$ cat src/rtl/ff_layer_mac.sv
// Fully-connected layer: one signed MAC per cycle, saturating writeback, valid/ready handshakes.
// Optional FF_LAYER_RELU_EN clamps negative outputs to zero in the writeback cycle.
module ff_layer_mac #(
  parameter int unsigned N_IN  = 4,
  parameter int unsigned N_OUT = 2,
  parameter int unsigned IN_W  = 9,
  parameter int unsigned W_W   = 8,
  parameter int unsigned ACC_W = 24,
  parameter int unsigned OUT_W = 17
) (
  input  logic                                CLK,
  input  logic                                RST,
  input  logic                                in_valid,
  output logic                                in_ready,
  input  logic [N_IN*IN_W-1:0]                x,
  output logic                                out_valid,
  input  logic                                out_ready,
  output logic [N_OUT*OUT_W-1:0]              y,
  input  logic                                w_we,
  input  logic [$clog2(N_OUT*(N_IN+1))-1:0]   w_addr,
  input  logic [W_W-1:0]                      w_data,
  output logic                                busy
);

  localparam int unsigned N_COEF = N_OUT * (N_IN + 1);
  localparam int unsigned AW     = $clog2(N_COEF);
  localparam int unsigned IW     = (N_IN > 1) ? $clog2(N_IN) : 1;
  localparam int unsigned JW     = (N_OUT > 1) ? $clog2(N_OUT) : 1;
  localparam int unsigned P_W    = IN_W + W_W;

  localparam logic [ACC_W-1:0] SAT_MAX = {{(ACC_W-OUT_W+1){1'b0}}, {(OUT_W-1){1'b1}}};
  localparam logic [ACC_W-1:0] SAT_MIN = {{(ACC_W-OUT_W+1){1'b1}}, {(OUT_W-1){1'b0}}};

  typedef enum logic [1:0] {StIdle, StMac, StDone} state_t;

  state_t            state_q, state_d;
  logic [W_W-1:0]    coef_q [N_COEF];
  logic [IN_W-1:0]   x_q    [N_IN];
  logic [ACC_W-1:0]  acc_q  [N_OUT];
  logic [OUT_W-1:0]  y_q    [N_OUT];
  logic [IW-1:0]     i_q;
  logic [JW-1:0]     j_q;
  logic              out_valid_q;

  logic              last_i, last_mac;
  logic [AW-1:0]     w_idx, b_idx;
  logic [W_W-1:0]    w_sel, b_sel;
  logic [IN_W-1:0]   x_sel;
  logic signed [P_W-1:0] prod;
  logic [ACC_W-1:0]  acc_base, acc_sum;

  function automatic logic [OUT_W-1:0] writeback(input logic [ACC_W-1:0] a);
    logic [OUT_W-1:0] r;
    if ($signed(a) > $signed(SAT_MAX)) begin
      r = SAT_MAX[OUT_W-1:0];
    end else if ($signed(a) < $signed(SAT_MIN)) begin
      r = SAT_MIN[OUT_W-1:0];
    end else begin
      r = a[OUT_W-1:0];
    end
`ifdef FF_LAYER_RELU_EN
    if (r[OUT_W-1]) r = '0;
`else
    r = r;
`endif
    return r;
  endfunction

  assign last_i   = (i_q == IW'(N_IN - 1));
  assign last_mac = last_i && (j_q == JW'(N_OUT - 1));

  // Coefficients are read during MAC, so a write landing on the accept edge is seen.
  always_comb begin
    w_idx    = AW'(32'(j_q) * N_IN + 32'(i_q));
    b_idx    = AW'(N_OUT * N_IN + 32'(j_q));
    w_sel    = coef_q[w_idx];
    b_sel    = coef_q[b_idx];
    x_sel    = x_q[i_q];
    prod     = $signed({{W_W{x_sel[IN_W-1]}}, x_sel}) * $signed({{IN_W{w_sel[W_W-1]}}, w_sel});
    acc_base = (i_q == '0) ? {{(ACC_W-W_W){b_sel[W_W-1]}}, b_sel} : acc_q[j_q];
    acc_sum  = acc_base + {{(ACC_W-P_W){prod[P_W-1]}}, prod};
  end

  always_comb begin
    state_d = state_q;
    unique case (state_q)
      StIdle:  if (in_valid) state_d = StMac;
      StMac:   if (last_mac) state_d = StDone;
      StDone:  if (out_valid_q && out_ready) state_d = StIdle;
      default: state_d = StIdle;
    endcase
  end

  always_ff @(posedge CLK or posedge RST) begin
    if (RST) begin
      state_q <= StIdle;
    end else begin
      state_q <= state_d;
    end
  end

  always_ff @(posedge CLK or posedge RST) begin
    if (RST) begin
      for (int k = 0; k < N_COEF; k++) coef_q[k] <= '0;
      for (int k = 0; k < N_IN; k++)   x_q[k]    <= '0;
      for (int k = 0; k < N_OUT; k++) begin
        acc_q[k] <= '0;
        y_q[k]   <= '0;
      end
      i_q         <= '0;
      j_q         <= '0;
      out_valid_q <= 1'b0;
    end else begin
      unique case (state_q)
        StIdle: begin
          if (w_we && (32'(w_addr) < N_COEF)) coef_q[w_addr] <= w_data;
          if (in_valid) begin
            for (int k = 0; k < N_IN; k++) x_q[k] <= x[k*IN_W +: IN_W];
            i_q <= '0;
            j_q <= '0;
          end
        end
        StMac: begin
          acc_q[j_q] <= acc_sum;
          if (last_i) begin
            i_q <= '0;
            j_q <= last_mac ? '0 : j_q + 1'b1;
          end else begin
            i_q <= i_q + 1'b1;
          end
        end
        StDone: begin
          if (!out_valid_q) begin
            for (int k = 0; k < N_OUT; k++) y_q[k] <= writeback(acc_q[k]);
            out_valid_q <= 1'b1;
          end else if (out_ready) begin
            out_valid_q <= 1'b0;
          end
        end
        default: out_valid_q <= 1'b0;
      endcase
    end
  end

  always_comb begin
    y = '0;
    for (int k = 0; k < N_OUT; k++) y[k*OUT_W +: OUT_W] = y_q[k];
  end

  assign in_ready  = (state_q == StIdle);
  assign busy      = (state_q != StIdle);
  assign out_valid = out_valid_q;

endmodule

$ cat config.mk
export PLATFORM = sky130hd
export DESIGN_NAME = ff_layer_mac
export DESIGN_NICKNAME = d
export VERILOG_FILES = /design/src/rtl/ff_layer_mac.sv
export SDC_FILE = /design/constraint.sdc
export NUM_CORES = 1
export LEC_CHECK = 0
export CAP_MARGIN = 20
export CORE_ASPECT_RATIO = 2
export CORE_MARGIN = 4
export CORE_UTILIZATION = 30
export CTS_CLUSTER_SIZE = 28
export DETAILED_ROUTE_END_ITERATION = 8
export REMOVE_ABC_BUFFERS = 1
export SYNTH_ARGS = -nofsm -noshare
export SYNTH_HDL_FRONTEND = slang
export SYNTH_SLANG_ARGS = --single-unit
$ cat constraint.sdc
create_clock -name CLK -period 8.6 [get_ports CLK]
set_clock_uncertainty 0.1 [all_clocks]
set_input_delay 0.86 -clock CLK [delete_from_list [all_inputs] [get_ports CLK]]
set_output_delay 0.86 -clock CLK [all_outputs]
set_load 0.01 [all_outputs]
==> impl_metrics.tcl <==
set metrics [dict create \
    path_delay_family "adder cells" \
    numCtsBuffers 20 \
    worstMarginPinSlew_ns 0.989 \
    yosys.area.top_type "dfrtp_1" \
    design.die.area_um2 46600 \
    worstSetupEndpoint "acc_q[47]" \
    syn_area_per_cell_um2 10.8 \
    wl_met1_um 11200 \
    synth.top_cell.area_share_pct 39.5 \
    antenna_found_initial 1 \
    cp_common_cell "fa_1" \
    fin_area_um2 15100 \
    final-max-slew-violation-count 0 \
    reg2reg_depth 27 \
    clk_latency_ns 0.51 \
    drive_above_1_share_pct 18.0 \
    dr.pass1.iters 4 \
    worst_path_max_delay_cell "a211oi_2" \
    max_freq_ghz 0.125 \
    final_cell_mix "dfrtp_1, mux2_2, nand2_1" \
    htree_levels 1 \
    hpwl_um 23800 \
    synth.cell_area_um2 12900 \
    final_nets 1435 \
    layout_min_cycle_time_ns 8.03 \
    cts_resized 0 \
    timing.rr.start "i_q[1]" \
    outcome "complete, no violations" \
    max_stage_delay_ns 0.55 \
    synth-seq-area-share_pct 39.5 \
    die_w_um 155 \
    fill_cells 4195 \
    vias 8812 \
    die_y_um 301 \
    synth_area_leaders "dfrtp_1, mux2_2, fa_1" \
    dpl-instance-area_um2 14400 \
    yosysWarnings 0 \
    worstSetupPathType "flop to flop" \
    min_path_type "flop to flop" \
    arrival_ns 8.30 \
    core_um2 42600 \
    synth_cell_types 60 \
    path_depth 27 \
    start_util_pct 30.3 \
    path_max_fanout 13 \
    utilization_pct 35.4 \
    ys_ff_latch 204 \
    rows 107 \
    routabilityCongestion 0.876 \
    ff2ff_setup_slack_ns 0.57 \
    cts_tree "built" \
    wl_met2_um 17000 \
    cts-root-buf "clkbuf_16" \
    io_pins 90 \
    drt-total-wl_um 30600 \
    synthArstFlopShare_pct 100 \
    synth-edff-count 0 \
    setup.worst_path.start "i_q[1]" \
    grtUsageTotal_pct 13.3 \
    clk_pin_slew_ns 0.07 \
    r2r_end "acc_q[47]" \
    layout_commonest_cell "dfrtp_1" \
    critPathBufInv 5 \
    viasPerCell 4.84 \
    drc 0 \
    grt_max_degree 143 \
    dr.max_layer_used "met4" \
    areaGrowthSynthToFinish_pct 16.7 \
    gr-total-overflow 0 \
    start_kind "flop" \
    critPathCaptureType "flop" \
    wl_met3_um 1080 \
    ctsHoldBuffers 0 \
    wl_per_cell_um 16.8 \
    max-slew-margin-rel_pct 34.1 \
    finalCritPeriodShare_pct 93.3 \
    setup-tns-final_ns 0 \
    grt_first_pass_wirelength_um 50300 \
    crit_required_ns 8.87 \
    io_buffers 89 \
    first_global_vias 9551 \
    ant_nets 0 \
    setup_viol_count_final 0 \
    cts.sinks 204 \
    clock_path_buffers 3 \
    hold_viol_final 0 \
    synth_ff_type "dfrtp_1" \
    maxCapViolCount 0 \
    drt_iter0_drc 340 \
    postSynthCellCount 1192 \
    rsz0062_at_grt "false" \
    post_cts_buffers 0 \
]
cells in the mapped netlist (all sizes together), types with 4 or more instances:
cell type and count:
mux2i 10, nand2 112, a211oi 22, mux2 123, nand3 12, o21ai 89, nor2 87, o21bai 5
o211ai 6, nor2b 55, nand4 4, fa 62, clkbuf 35, dfrtp 204, inv 106, nor3 9
xor2 14, a21oi 29, o21a 4, nand2b 13, ha 56, xnor2 22, and3 4, a21o 14
buf 19, and2 15, mux4 32
kinds of logic (layout without fill, tap and decap cells):
kind of cell	Yosys count	in the layout	synth area share (%)
compound gates	186	186	9.10
simple gates	323	323	12.0
other cells	0	1	0
mux	165	165	17.2
buf+inv	160	243	4.78
flops	204	204	39.5
xor+xnor	36	36	2.44
fa+ha+maj	118	118	15.0
cell type report:
class | instances | area (um2) | share of cell area (%)
Antenna cell | 1 | 2.50 | 0.0166
Clock buffer | 28 | 561 | 3.72
Clock inverter | 5 | 72.6 | 0.482
Inverter | 106 | 405 | 2.69
Multi-Input combinational cell | 828 | 7200 | 47.8
Sequential cell | 204 | 5110 | 33.9
Tap cell | 545 | 682 | 4.53
Timing Repair Buffer | 104 | 1040 | 6.87
state kept, by name (all words and copies together), names as in the netlist:
register	flops
y	34
acc_q	48
j_q	1
x_q	36
out_valid	1
state_q	2
i_q	2
coef_q	80
worst min-delay path, stage by stage, from the launching register on:
cell and delay (ns):
dfrtp_1 0.34, nand2_1 0.04, o21ai_0 0.06
worst min-delay path by stage:
stage | startpoint | end | cells after the start
after global placement | y[5] | y[5] | 2
after detailed placement | y[22] | y[22] | 2
after CTS | y[22] | y[22] | 2
after global routing | y[26] | y[26] | 2
after floorplan | acc_q[31] | acc_q[31] | 2
final | y[26] | y[26] | 2
per-stage QoR:
stage | hold slack, ns | std cells | worst slack, ns
final | 0.376 | 1821 | 0.573
after global routing | 0.395 | 1821 | 0.0339
after CTS | 0.384 | 1819 | 0.467
after detailed placement | 0.369 | 1786 | 0.506
after global placement | 0.365 | 1786 | 0.781
after floorplan | 0.364 | 1138 | 0.608
routing by layer:
metal / GRT usage [%] / vias up
met3: 1.81 / 73
met5: 0 / -
met2: 25.9 / 173
met1: 13.8 / 4375
li1: - / 4191
met4: 6.06 / 0
Power is left out: the tool's default activity adds up to more than one toggle a clock period on the data nets, which glitch-free logic cannot reach.
